===== config.mk =====
export PLATFORM = sky130hd
export DESIGN_NAME = siren_tone_detector
export DESIGN_NICKNAME = d
export VERILOG_FILES = /design/src/rtl/siren_tone_detector.sv
export SDC_FILE = /design/constraint.sdc
export NUM_CORES = 1
export LEC_CHECK = 0
export CORE_UTILIZATION = 30
export CTS_CLUSTER_DIAMETER = 60
export DETAILED_ROUTE_END_ITERATION = 7
export PLACE_DENSITY = 0.49
export SYNTH_ARGS = -nofsm -noshare
export SYNTH_HDL_FRONTEND = slang
export SYNTH_SLANG_ARGS = --single-unit

===== constraint.sdc =====
create_clock -name clk -period 8.4 [get_ports clk]
set_input_delay 1.26 -clock clk [delete_from_list [all_inputs] [get_ports clk]]
set_output_delay 1.26 -clock clk [all_outputs]
set_load 0.005 [all_outputs]

===== src/rtl/siren_tone_detector.sv =====
// Square-wave period meter for siren tones: measures rising-edge spacing,
// detects a steady tone and flags switches between distinct steady tones.
module siren_tone_detector #(
    parameter int CNT_W   = 20,
    parameter int TIMEOUT = 1000000,
    parameter int TOL     = 4,
    parameter int HOLD_N  = 4
) (
    input  logic             clk,
    input  logic             rst,
    input  logic             speaker_in,
    output logic [CNT_W-1:0] period,
    output logic             period_valid,
    output logic             tone_active,
    output logic             silent,
    output logic             tone_stable,
    output logic [CNT_W-1:0] locked_period,
    output logic             tone_change,
    output logic [7:0]       change_count
);

    typedef enum logic [1:0] {
        IDLE  = 2'd0,
        ARMED = 2'd1,
        TRACK = 2'd2
    } state_t;

    localparam logic [CNT_W-1:0] TIMEOUT_C = CNT_W'(TIMEOUT);
    localparam logic [CNT_W-1:0] TOL_C     = CNT_W'(TOL);
    localparam logic [CNT_W-1:0] ONE_C     = CNT_W'(1);
    localparam logic [3:0]       HOLD_C    = 4'(HOLD_N);

    // Unsigned distance between two periods without wrap-around.
    function automatic logic [CNT_W-1:0] abs_diff(input logic [CNT_W-1:0] a,
                                                  input logic [CNT_W-1:0] b);
        return (a >= b) ? (a - b) : (b - a);
    endfunction

    state_t           state_r;
    logic             s1_r, s2_r, s3_r;
    logic [CNT_W-1:0] cnt_r;
    logic [CNT_W-1:0] prev_r;
    logic [3:0]       match_r;
    logic             pv_first_r;
    logic             lock_valid_r;

    logic             rise_s;
    logic             sat_s;
    logic             enter_idle_s;
    logic [3:0]       match_inc_s;

    assign rise_s       = s2_r & ~s3_r;
    assign sat_s        = (cnt_r == TIMEOUT_C);
    assign enter_idle_s = (state_r != IDLE) & sat_s & ~rise_s;
    assign match_inc_s  = (match_r >= HOLD_C) ? HOLD_C : (match_r + 4'd1);

    // Input synchroniser, edge history and saturating period counter.
    always_ff @(posedge clk) begin
        if (rst) begin
            s1_r  <= 1'b0;
            s2_r  <= 1'b0;
            s3_r  <= 1'b0;
            cnt_r <= '0;
        end else begin
            s1_r <= speaker_in;
            s2_r <= s1_r;
            s3_r <= s2_r;
            if (rise_s) begin
                cnt_r <= ONE_C;
            end else if (!sat_s) begin
                cnt_r <= cnt_r + ONE_C;
            end else begin
                cnt_r <= cnt_r;
            end
        end
    end

    // Measurement FSM plus the stability/lock stage that trails each period by one cycle.
    always_ff @(posedge clk) begin
        if (rst) begin
            state_r       <= IDLE;
            period        <= '0;
            period_valid  <= 1'b0;
            pv_first_r    <= 1'b0;
            tone_active   <= 1'b0;
            silent        <= 1'b1;
            prev_r        <= '0;
            match_r       <= 4'd0;
            tone_stable   <= 1'b0;
            locked_period <= '0;
            lock_valid_r  <= 1'b0;
            tone_change   <= 1'b0;
            change_count  <= 8'd0;
        end else begin
            period_valid <= 1'b0;
            pv_first_r   <= 1'b0;
            tone_change  <= 1'b0;

            case (state_r)
                IDLE: begin
                    if (rise_s) begin
                        state_r <= ARMED;
                        silent  <= 1'b0;
                    end
                end
                ARMED: begin
                    if (rise_s) begin
                        period       <= cnt_r;
                        period_valid <= 1'b1;
                        pv_first_r   <= 1'b1;
                        state_r      <= TRACK;
                        tone_active  <= 1'b1;
                    end else if (sat_s) begin
                        state_r <= IDLE;
                        silent  <= 1'b1;
                    end
                end
                TRACK: begin
                    if (rise_s) begin
                        period       <= cnt_r;
                        period_valid <= 1'b1;
                    end else if (sat_s) begin
                        state_r     <= IDLE;
                        tone_active <= 1'b0;
                        silent      <= 1'b1;
                    end
                end
                default: begin
                    state_r     <= IDLE;
                    tone_active <= 1'b0;
                    silent      <= 1'b1;
                end
            endcase

            // The first period after arming has no predecessor, so only later ones are compared.
            if (enter_idle_s) begin
                tone_stable  <= 1'b0;
                match_r      <= 4'd0;
                change_count <= 8'd0;
                lock_valid_r <= 1'b0;
            end else if (period_valid && !pv_first_r) begin
                if (abs_diff(period, prev_r) <= TOL_C) begin
                    match_r <= match_inc_s;
                    if ((match_inc_s == HOLD_C) && !tone_stable) begin
                        tone_stable   <= 1'b1;
                        locked_period <= period;
                        lock_valid_r  <= 1'b1;
                        if (lock_valid_r && (abs_diff(period, locked_period) > TOL_C)) begin
                            tone_change <= 1'b1;
                            if (change_count != 8'hFF) begin
                                change_count <= change_count + 8'd1;
                            end
                        end
                    end
                end else begin
                    match_r     <= 4'd0;
                    tone_stable <= 1'b0;
                end
            end

            if (period_valid) begin
                prev_r <= period;
            end
        end
    end

endmodule


==> results of run 1 <==
## per-layer routing
layer / up-vias / global-route usage [%] / part of all wire [%]
met5: - / 0 / 0
met4: 0 / 7.20 / 3.1
met3: 43 / 2.02 / 3.4
met2: 212 / 33.3 / 46
met1: 4093 / 26.6 / 47
li1: 4190 / - / -
## where the power goes
| group | total [uW] | internal, uW | switching (uW) | leakage (uW) |
|---|---|---|---|---|
| Combinational | 35.1 | 11.8 | 23.2 | 0.00315 |
| Sequential | 498 | 495 | 2.74 | 0.000839 |
| Clock | 446 | 217 | 229 | 0.000152 |
## synth_stat cells (4+ instances only)
cell type and instances:
nor2b_1 17, mux2i_1 50, clkbuf_1 31, nand3_1 22, or4_1 6, a211oi_1 17
and3_1 12, a211o_1 4, o31a_1 4, a21boi_0 6, nand2_1 111, o21ai_0 52
nor2_1 113, buf_1 6, and4_1 7, o31ai_1 10, or3_1 19, a21o_1 22
xnor2_1 22, inv_1 80, nand4_1 21, o21bai_1 11, o21a_1 15, a21oi_1 115
o311a_1 4, xor2_1 19, o2111ai_1 5, nor3_1 22, and2_1 9, buf_2 14
nor4_1 13, nand2b_1 11, a31oi_1 8, a221oi_1 7, ha_1 86, dfxtp_1 104
o211ai_1 9
## area by class of cell
type | instances | area (um^2) | share of cell area (%)
inverter | 80 | 300 | 3.01
clock inverter | 7 | 91.3 | 0.917
multi-input combinational | 918 | 6210 | 62.3
tap | 384 | 480 | 4.82
clock buffer | 9 | 225 | 2.26
timing repair buffer | 59 | 576 | 5.78
sequential | 104 | 2080 | 20.9
## state kept, by name (all words and copies together), names as in the netlist
name           count
change_count       8
cnt_r             20
lock_valid_r       1
locked_period     20
match_r            4
period            20
period_valid       1
prev_r            20
pv_first_r         1
s1_r               1
s2_r               1
s3_r               1
silent             1
state_r            2
tone_active        1
tone_change        1
tone_stable        1
## cells by family after synthesis
family	count (synthesis)	share of synthesized area (%)
compound gates	332	24.8
xor+xnor	41	4.06
fa+ha+maj	88	12.6
buf+inv	135	6.19
flops	104	23.6
mux	52	5.92
simple gates	405	22.9
## worst max-delay path, delay by kind of cell (launching register included)
| family | cells | cell delay [ns] |
|---|---|---|
| AO/OA/AOI/OAI | 4 | 1.73 |
| adder cells (fa/ha/maj) | 1 | 0.42 |
| buffers and inverters | 2 | 0.50 |
| flip-flops | 1 | 0.56 |
| multiplexers | 1 | 0.36 |
| AND/OR/NAND/NOR | 5 | 1.43 |
## path summary, 6_finish.rpt
path                                        startpoint                            end  slack, ns
worst min-delay path                   s1_r$_SDFF_PP0_                s2_r$_SDFF_PP0_       0.44
worst min register to register         s1_r$_SDFF_PP0_                s2_r$_SDFF_PP0_       0.44
worst max-delay path            period[1]$_SDFFE_PP0P_  locked_period[9]$_SDFFE_PP0P_       3.23
worst max register to register  period[1]$_SDFFE_PP0P_  locked_period[9]$_SDFFE_PP0P_       3.23
## stage by stage
step	hold slack, ns	power [uW]	setup slack (ns)	util, %
finish	0.443	979	3.23	34.5
global route	0.469	1010	2.94	34.5
CTS	0.450	991	3.32	34.5
detailed placement	0.436	545	3.33	33.4
global placement	0.427	545	3.30	33.4
floorplan	0.414	534	4.44	-
==> results.md, run 1 <==
* Crit path max fanout at 20
* Setup TNS Final at 0 ns
* CTS tree: done
* Pleak at 0.00414 uW
* Mean Syn Cell Area at 7.64 um^2
* Inserted Clock Buffers at 9
* F_max at 193 MHz
* Worst R2R Path Depth at 13
* Synth area leader: dfxtp_1
* I/O pin count at 56
* Clk_lat worst skew at approximately 0.37 ns
* #FFs+latches synth at about 100
* PwrDens at 98.2 nW/um^2
* Fin crit period at 5.17 ns
* Post-synth EDFFs at 0
* Area after DPL at 9650 um^2
* Syn Inst Count at approximately 1.2k
* ANT nets after route at 0
* Drt first pass iters at 6
* Final hold vios at 0
* # port buffers at 55
* Worst hold path class: flop to flop
* Clock sinks at 104
* Area growth from synthesis to layout at 12.7%
* Finished Cell Area at ~10000 um^2
* Rel. slew slack at roughly a quarter
* First-pass GRT wire length at ~47000 um
* Via-to-Cell Ratio at 5.47
* DRC viols at 0
* Placed insts at between 1.5k and 2k
* Final cell count without fillers at about 1.6k
* Clock buffer depth at 2
* Critical path's slowest cell: o41ai_1
* Most frequent cells in the layout: 115 x a21oi_1, 113 x nor2_1, 111 x nand2_1, 104 x dfxtp_1, 86 x ha_1
* Register area share after synthesis at between 20% and 30%
* Die ar. at between 30000 and 40000 um^2
* VDD IR max at about 0.000090 V
* Synth top area share at a little under a quarter
* Largest cells by area after synthesis: dfxtp_1 24%, ha_1 12%, a21oi_1 6.5%
* Largest net degree at the start of global routing at 76
* Starting Density at a little under a third
* Syn Nets at approximately 1.2k
* Ant. Diodes at 0
* CP endpoint kind: flop
* Hold path cells at 1
* Max-slew violations at 0
* Commonest non-fill, non-tap cell in the layout: a21oi_1
* Routed length per instance at between 15 and 20 um
* Final setup violation count at 0
* Fillers at a little over 3k
* CP max stage delay at approximately 1.0 ns
* Routed Wire Length at 30000 um
* Initial antenna violation count at 0
* # resized after CTS at 0
* Startpoint Class: flop
* CP cell instances: inv_1 -> ha_1 -> nor2b_1 -> o21ai_1 -> a21oi_2 -> nand4b_4 -> o41ai_1 -> o211ai_1 -> nor4_1 -> nand4b_1 -> buf_4 -> mux2i_1 -> nor2_1
* Detailed Place HPWL at about 24000 um
* Core area at around 29000 um^2
* GRT Util Overall at around 20%
* Max-cap violation count at 0
* Clk root buf: clkbuf_16
* Clock skew at roughly 0.019 ns
* Final worst path period share at 61.5%
* Hold_buf cts at 0
* Drt initial violations at between 500 and 600
* Routability cong. at around 0.9
* Vias at 8538
* Status: complete, no violations
* Least-Margin Pin Slew at around 1.1 ns
* Die width at about 170 um
* Setup CP Type: flop to flop
* Total global routing overflow at 0
* Warnings from Yosys at 0
* Library cells used by synthesis at between 80 and 90
* Arrival time of the worst setup path at ~5.4 ns
* Fraction of registers with async set/reset at 0%
* Share of layout cells above drive strength 1 at between 3 and 4%
* Top FF cell, synth: dfxtp_1
* Clock H-tree levels at 3
* Final-stage net count at roughly 1.3k
* Req. time, crit path at 8.63 ns
* RSZ-0062 raised after global routing: no
* Worst-path clk slew at ~0.09 ns
* Post-CTS setup buffer count at 0
* Die height at between 150 and 200 um
* Vias in the first global route at slightly above 8k
* Mapped Area at 8840 um^2
* Std cell rows at 62
(Power assumes the default switching activity.)
==> inputs of run 2 (changes only) <==
--- a/config.mk
+++ b/config.mk
@@ -8,7 +8,7 @@
 export CORE_UTILIZATION = 30
 export CTS_CLUSTER_DIAMETER = 60
 export DETAILED_ROUTE_END_ITERATION = 7
-export PLACE_DENSITY = 0.49
+export PLACE_DENSITY = 0.51
 export SYNTH_ARGS = -nofsm -noshare
 export SYNTH_HDL_FRONTEND = slang
 export SYNTH_SLANG_ARGS = --single-unit
==> constraint.sdc (replaced) <==
create_clock -name clk -period 4.3 [get_ports clk]
set_input_delay 0.645 -clock clk [delete_from_list [all_inputs] [get_ports clk]]
set_output_delay 0.645 -clock clk [all_outputs]
set_load 0.005 [all_outputs]
==> results.md, run 2 (synthesized netlist as in run 1, its figures left out) <==
* Area after DPL at 10600 um^2 (was 9650 um^2)
* Total global routing overflow at 0 (unchanged)
* GRT Util Overall at 20.7% (was 20.0%)
* Most frequent cells in the layout: 139 x buf_4, 113 x nor2_1, 113 x a21oi_1, 110 x nand2_1, 104 x dfxtp_1 (was 115 x a21oi_1, 113 x nor2_1, 111 x nand2_1, 104 x dfxtp_1, 86 x ha_1)
* Clock sinks at 104 (unchanged)
* Max-cap violation count at 0 (unchanged)
* Pleak at 0.00481 uW (was 0.00414 uW)
* Fillers at 3094 (was 3108)
* Critical path's slowest cell: or4_1 (was o41ai_1)
* I/O pin count at 56 (unchanged)
* Arrival time of the worst setup path at 4.42 ns (was 5.40 ns)
* First-pass GRT wire length at 48800 um (was 47300 um)
* Clk_lat worst skew at 0.36 ns (was 0.37 ns)
* Setup TNS Final at 0 ns (unchanged)
* CP most frequent cell: buf_4
* Routability cong. at 0.932 (was 0.897)
* Req. time, crit path at 4.59 ns (was 8.63 ns)
* Status: complete, no violations (unchanged)
* Dpl ws at -0.223 ns (was 3.33 ns)
* Crit path max fanout at 7 (was 20)
* FF-to-FF setup slack at 0.17 ns (was 3.23 ns)
* Reg2Reg Launch Point: period[9]$_SDFFE_PP0P_ (was period[1]$_SDFFE_PP0P_)
* Rel. slew slack at 30.6% (was 26.0%)
* Ant. Diodes at 0 (unchanged)
* Worst Path Buf+Inv at 3 (was 2)
* Drt initial violations at 554 (was 578)
* Final hold vios at 0 (unchanged)
* Worst-path clk slew at 0.07 ns (was 0.09 ns)
* Final setup violation count at 0 (unchanged)
* Worst hold path class: flop to flop (unchanged)
* Detailed Place HPWL at 25200 um (was 23600 um)
* Area growth from synthesis to layout at 25.4% (was 12.7%)
* CP max stage delay at 0.48 ns (was 1.04 ns)
* Least-Margin Pin Slew at 1.04 ns (was 1.09 ns)
* Die height at 174 um (unchanged)
* Std cell rows at 62 (unchanged)
* Inserted Clock Buffers at 9 (unchanged)
* Max-slew violations at 0 (unchanged)
* Commonest non-fill, non-tap cell in the layout: buf_4 (was a21oi_1)
* Crit Reg-Reg Endpoint: change_count[6]$_SDFFE_PP0P_ (was locked_period[9]$_SDFFE_PP0P_)
* Drt first pass iters at 5 (was 6)
* Clk root buf: clkbuf_16 (unchanged)
* Crit path from: period[9]$_SDFFE_PP0P_ (was period[1]$_SDFFE_PP0P_)
* Total chip power at 1850 uW (was 979 uW)
* Clock buffer depth at 2 (unchanged)
* Routed Wire Length at 31500 um (was 30000 um)
* CP cell instances: inv_1 -> ha_1 -> buf_4 -> buf_4 -> and4_1 -> nand2_1 -> o22ai_1 -> or4_1 -> a2111o_1 -> a2111oi_2 -> a31oi_1 -> or3_4 -> o311a_1 -> nand4_1 -> mux2i_1 (was inv_1 -> ha_1 -> nor2b_1 -> o21ai_1 -> a21oi_2 -> nand4b_4 -> o41ai_1 -> o211ai_1 -> nor4_1 -> nand4b_1 -> buf_4 -> mux2i_1 -> nor2_1)
* Final worst slack at 0.169 ns (was 3.23 ns)
* Hold path cells at 1 (unchanged)
* Hold Path Sink: s2_r$_SDFF_PP0_ (unchanged)
* Startpoint Class: flop (unchanged)
* Worst R2R Path Depth at 15 (was 13)
* # port buffers at 55 (unchanged)
* Final-stage net count at 1400 (was 1263)
* RSZ-0062 raised after global routing: no (unchanged)
* F_max at 242 MHz (was 193 MHz)
* Clock skew at 0.00982 ns (was 0.0193 ns)
* CP endpoint kind: flop (unchanged)
* Die width at 174 um (unchanged)
* Final worst path period share at 96.1% (was 61.5%)
* Routed length per instance at 18.6 um (was 19.2 um)
* Via-to-Cell Ratio at 5.35 (was 5.47)
* Vias at 9075 (was 8538)
* Min-delay src: s1_r$_SDFF_PP0_ (unchanged)
* Starting Density at 30.6% (unchanged)
* Fin crit period at 4.13 ns (was 5.17 ns)
* ANT nets after route at 0 (unchanged)
* Die ar. at 30200 um^2 (unchanged)
* Share of layout cells above drive strength 1 at 15.0% (was 3.65%)
* VDD IR max at 0.000155 V (was 0.0000902 V)
* Largest net degree at the start of global routing at 75 (was 76)
* Core area at 28900 um^2 (unchanged)
* Finished Cell Area at 11100 um^2 (was 9970 um^2)
* Clock H-tree levels at 3 (unchanged)
* Initial antenna violation count at 1 (was 0)
* Setup CP Type: flop to flop (unchanged)
* Hold_buf cts at 0 (unchanged)
* PwrDens at 167 nW/um^2 (was 98.2 nW/um^2)
* Vias in the first global route at 8695 (was 8108)
* Crit path max-delay family: compound AO/OA/AOI/OAI gates (unchanged)
* CTS tree: done (unchanged)
* DRC viols at 0 (unchanged)
==> run 2: changes by cell type in the layout (fill, tap and decap cells not counted), moves of 2 or more <==
cell	change
a21oi_1	-2
buf_4	+135
mux2i_2	+2
clkinv_4	+2
clkinv_8	-3
mux2i_1	-2
==> run 2: power by group <==
group | internal [uW] | leakage, uW | switching, uW
Sequential | 967 | 0.000839 | 5.77
Combinational | 26.7 | 0.00384 | 46.7
Clock | 400 | 0.000138 | 404
Total | 1390 | 0.00481 | 457
==> run 2: worst max path at each step <==
stage,end,slack (ns),cells past startpoint
floorplan,change_count[5]$_SDFFE_PP0P_,0.34,13
global placement,change_count[4]$_SDFFE_PP0P_,-0.27,17
detailed placement,change_count[4]$_SDFFE_PP0P_,-0.22,17
CTS,change_count[5]$_SDFFE_PP0P_,0.009,15
global route,change_count[4]$_SDFFE_PP0P_,0.02,17
finish,change_count[6]$_SDFFE_PP0P_,0.17,15
==> run 2: area by class of cell <==
type                    instances  area (um^2)  area share, %
clock inverters                 6         51.3          0.463
well taps                     384          480           4.33
flip-flops and latches        104         2080           18.8
clock buffers                   9          225           2.03
repair buffers                195         1600           14.4
multi-input cells             919         6340           57.2
inverters                      80          300           2.71
==> run 2: repair_timing <==
| item | 4_1_cts | 5_1_grt |
|---|---|---|
| gates cloned | 0 | 1 |
| resized for setup | 3 | 22 |
| pin swaps | 0 | 2 |
| setup buffers | 0 | 4 |
| endpoints found under the setup margin | 9 | 29 |
==> run 2: metal layers <==
| metal | wire (um) | track usage, % | share of wire, % |
|---|---|---|---|
| met1 | 14400 | 27.2 | 46 |
| met2 | 14600 | 34.5 | 46 |
| met3 | 1660 | 2.98 | 5.3 |
| met4 | 857 | 7.27 | 2.7 |
| met5 | 0 | 0 | 0 |
==> run 2: per-stage QoR <==
| stage | util [%] | instances | hold slack [ns] |
|---|---|---|---|
| after floorplan | - | 1157 | 0.414 |
| after global placement | 36.9 | 1677 | 0.441 |
| after detailed placement | 36.9 | 1677 | 0.437 |
| after CTS | 37.9 | 1692 | 0.457 |
| after global routing | 38.4 | 1697 | 0.475 |
| final | 38.4 | 1697 | 0.450 |
==> inputs of run 3 (changes only) <==
--- a/config.mk
+++ b/config.mk
@@ -8,7 +8,9 @@
 export CORE_UTILIZATION = 30
 export CTS_CLUSTER_DIAMETER = 60
 export DETAILED_ROUTE_END_ITERATION = 7
+export GPL_TIMING_DRIVEN = 0
 export PLACE_DENSITY = 0.51
+export SKIP_CTS_REPAIR_TIMING = 1
 export SYNTH_ARGS = -nofsm -noshare
 export SYNTH_HDL_FRONTEND = slang
 export SYNTH_SLANG_ARGS = --single-unit
==> results.md, run 3 (synthesized netlist as in run 1, its figures left out) <==
* Status: complete, no violations (unchanged)
* Rel. slew slack at 38.9% (was 30.6%)
* Inserted Clock Buffers at 9 (unchanged)
* Clock buffer depth at 2 (unchanged)
* Met1 Wirelength at 14300 um (was 14400 um)
* Comb pwr share at 4.3% (was 4.0%)
* Total global routing overflow at 0 (unchanged)
* Ant. Diodes at 0 (unchanged)
* Drt first pass iters at 5 (unchanged)
* Routed length per instance at 18.3 um (was 18.6 um)
* Routed Wire Length at 30300 um (was 31500 um)
* Final-stage net count at 1357 (was 1400)
* Most frequent cells in the layout: 111 x nor2_1, 111 x a21oi_1, 110 x nand2_1, 84 x dfxtp_1, 81 x ha_1 (was 139 x buf_4, 113 x nor2_1, 113 x a21oi_1, 110 x nand2_1, 104 x dfxtp_1)
* Drt initial violations at 589 (was 554)
* Fin crit period at 4.24 ns (was 4.13 ns)
* Worst-path clk slew at 0.08 ns (was 0.07 ns)
* Die ar. at 30200 um^2 (unchanged)
* ANT nets after route at 0 (unchanged)
* PwrDens at 176 nW/um^2 (was 167 nW/um^2)
* CP most frequent cell: nand4_1 (was buf_4)
* Clk root buf: clkbuf_16 (unchanged)
* Crit path max fanout at 9 (was 7)
* Max-slew violations at 0 (unchanged)
* Sequential Power Share at 49.6% (was 52.6%)
* Total area of sequential cells at 2150 um^2 (was 2080 um^2)
* Startpoint Class: flop (unchanged)
* Metal3 WL at 1240 um (was 1660 um)
* DRC viols at 0 (unchanged)
* Share of layout cells above drive strength 1 at 13.9% (was 15.0%)
* Worst hold path class: flop to flop (unchanged)
* CP max stage delay at 0.57 ns (was 0.48 ns)
* Area growth from synthesis to layout at 24.5% (was 25.4%)
* RSZ-0062 raised after global routing: yes (was no)
* Core area at 28900 um^2 (unchanged)
* Die height at 174 um (unchanged)
* Crit path max-delay family: simple AND/OR/NAND/NOR gates (was compound AO/OA/AOI/OAI gates)
* Vias in the first global route at 8166 (was 8695)
* Via-to-Cell Ratio at 5.35 (about the same)
* Die width at 174 um (unchanged)
* Vias at 8856 (was 9075)
* Max layer used: met4 (unchanged)
* Final hold vios at 0 (unchanged)
* CTS tree: done (unchanged)
* Std cell rows at 62 (unchanged)
* Max-cap violation count at 0 (unchanged)
* GRT Util Overall at 19.3% (was 20.7%)
* F_max at 236 MHz (was 242 MHz)
* First-pass GRT wire length at 45900 um (was 48800 um)
* Pleak at 0.00461 uW (was 0.00481 uW)
* Clock skew at 0.00658 ns (was 0.00982 ns)
* Placed insts at 1596 (was 1677)
* Clock sinks at 104 (unchanged)
* Sw frac at 23.6% (was 24.7%)
* Final cell count without fillers at 1655 (was 1697)
* Clk_lat worst skew at 0.36 ns (about the same)
* Starting Density at 30.6% (unchanged)
* Footprint of the multi-input gates at 6550 um^2 (was 6340 um^2)
* Psw at 458 uW (was 457 uW)
* Clock H-tree levels at 3 (unchanged)
* Detailed Place HPWL at 23700 um (was 25200 um)
* Fillers at 3129 (was 3094)
* Final setup violation count at 0 (unchanged)
* Total chip power at 1940 uW (was 1850 uW)
* Setup CP Type: flop to flop (unchanged)
* Worst Path Buf+Inv at 4 (was 3)
* Final core occ at 38.1% (was 38.4%)
* Wire length on met2 at 14200 um (was 14600 um)
* Largest net degree at the start of global routing at 19 (was 75)
* Clock power share at 46.1% (was 43.5%)
* Final worst path period share at 98.6% (was 96.1%)
* CP endpoint kind: flop (unchanged)
* Least-Margin Pin Slew at 0.916 ns (was 1.04 ns)
* Critical path's slowest cell: or4_1 (unchanged)
* CP cell instances: clkinvlp_4 -> ha_4 -> nand4_1 -> or4_1 -> a21oi_2 -> nand4b_4 -> buf_4 -> buf_8 -> nand4_1 -> o41ai_4 -> o211ai_1 -> or4_4 -> a2111oi_4 -> buf_4 -> nand4_1 -> mux2i_1 (was inv_1 -> ha_1 -> buf_4 -> buf_4 -> and4_1 -> nand2_1 -> o22ai_1 -> or4_1 -> a2111o_1 -> a2111oi_2 -> a31oi_1 -> or3_4 -> o311a_1 -> nand4_1 -> mux2i_1)
* Initial antenna violation count at 0 (was 1)
* I/O pin count at 56 (unchanged)
* Arrival time of the worst setup path at 4.50 ns (was 4.42 ns)
* Finished Cell Area at 11000 um^2 (was 11100 um^2)
* VDD IR max at 0.000187 V (was 0.000155 V)
* Area after DPL at 9870 um^2 (was 10600 um^2)
* Req. time, crit path at 4.56 ns (was 4.59 ns)
* # port buffers at 55 (unchanged)
* Routability cong. at 0.897 (was 0.932)
* Internal Dissipation at 1480 uW (was 1390 uW)
==> run 3: power by group through the flow <==
| stage | Sequential [uW] | Combinational, uW | Clock (uW) |
|---|---|---|---|
| floorplan | 993 | 49.6 | 0 |
| global placement | 996 | 74.1 | 0 |
| detailed placement | 996 | 74.1 | 0 |
| CTS | 973 | 74.4 | 918 |
| global route | 964 | 91.4 | 960 |
| finish | 963 | 82.7 | 895 |
==> run 3: final cells by class <==
type	instances	area share (%)
plain buffers	51	2.54
clock buffers	11	2.30
clock inverters	5	0.659
inverters	80	2.82
multi-input cells	919	59.6
flip-flops and latches	104	19.5
well taps	384	4.37
repair buffers	101	8.25
==> run 3: final timing paths <==
path	cells past startpoint	slack, ns	end	startpoint
setup / recovery	16	0.06	change_count[5]$_SDFFE_PP0P_	period[18]$_SDFFE_PP0P_
hold / removal	1	0.45	s2_r$_SDFF_PP0_	s1_r$_SDFF_PP0_
setup reg to reg	16	0.06	change_count[5]$_SDFFE_PP0P_	period[18]$_SDFFE_PP0P_
hold reg to reg	1	0.45	s2_r$_SDFF_PP0_	s1_r$_SDFF_PP0_
==> run 3: metrics by stage <==
stage	setup slack, ns	hold WS (ns)	setup TNS, ns
final	0.0607	0.451	0
after global routing	-0.0786	0.485	-0.735
after CTS	-1.37	0.458	-30.01
after detailed placement	-1.35	0.438	-29.36
after global placement	-1.33	0.427	-30.43
after floorplan	0.343	0.414	0
==> run 3: metal layers <==
| layer | GRT usage, % | up-vias |
|---|---|---|
| met4 | 5.04 | 0 |
| met1 | 26.5 | 4243 |
| met5 | 0 | - |
| met3 | 2.19 | 30 |
| li1 | - | 4389 |
| met2 | 31.9 | 194 |
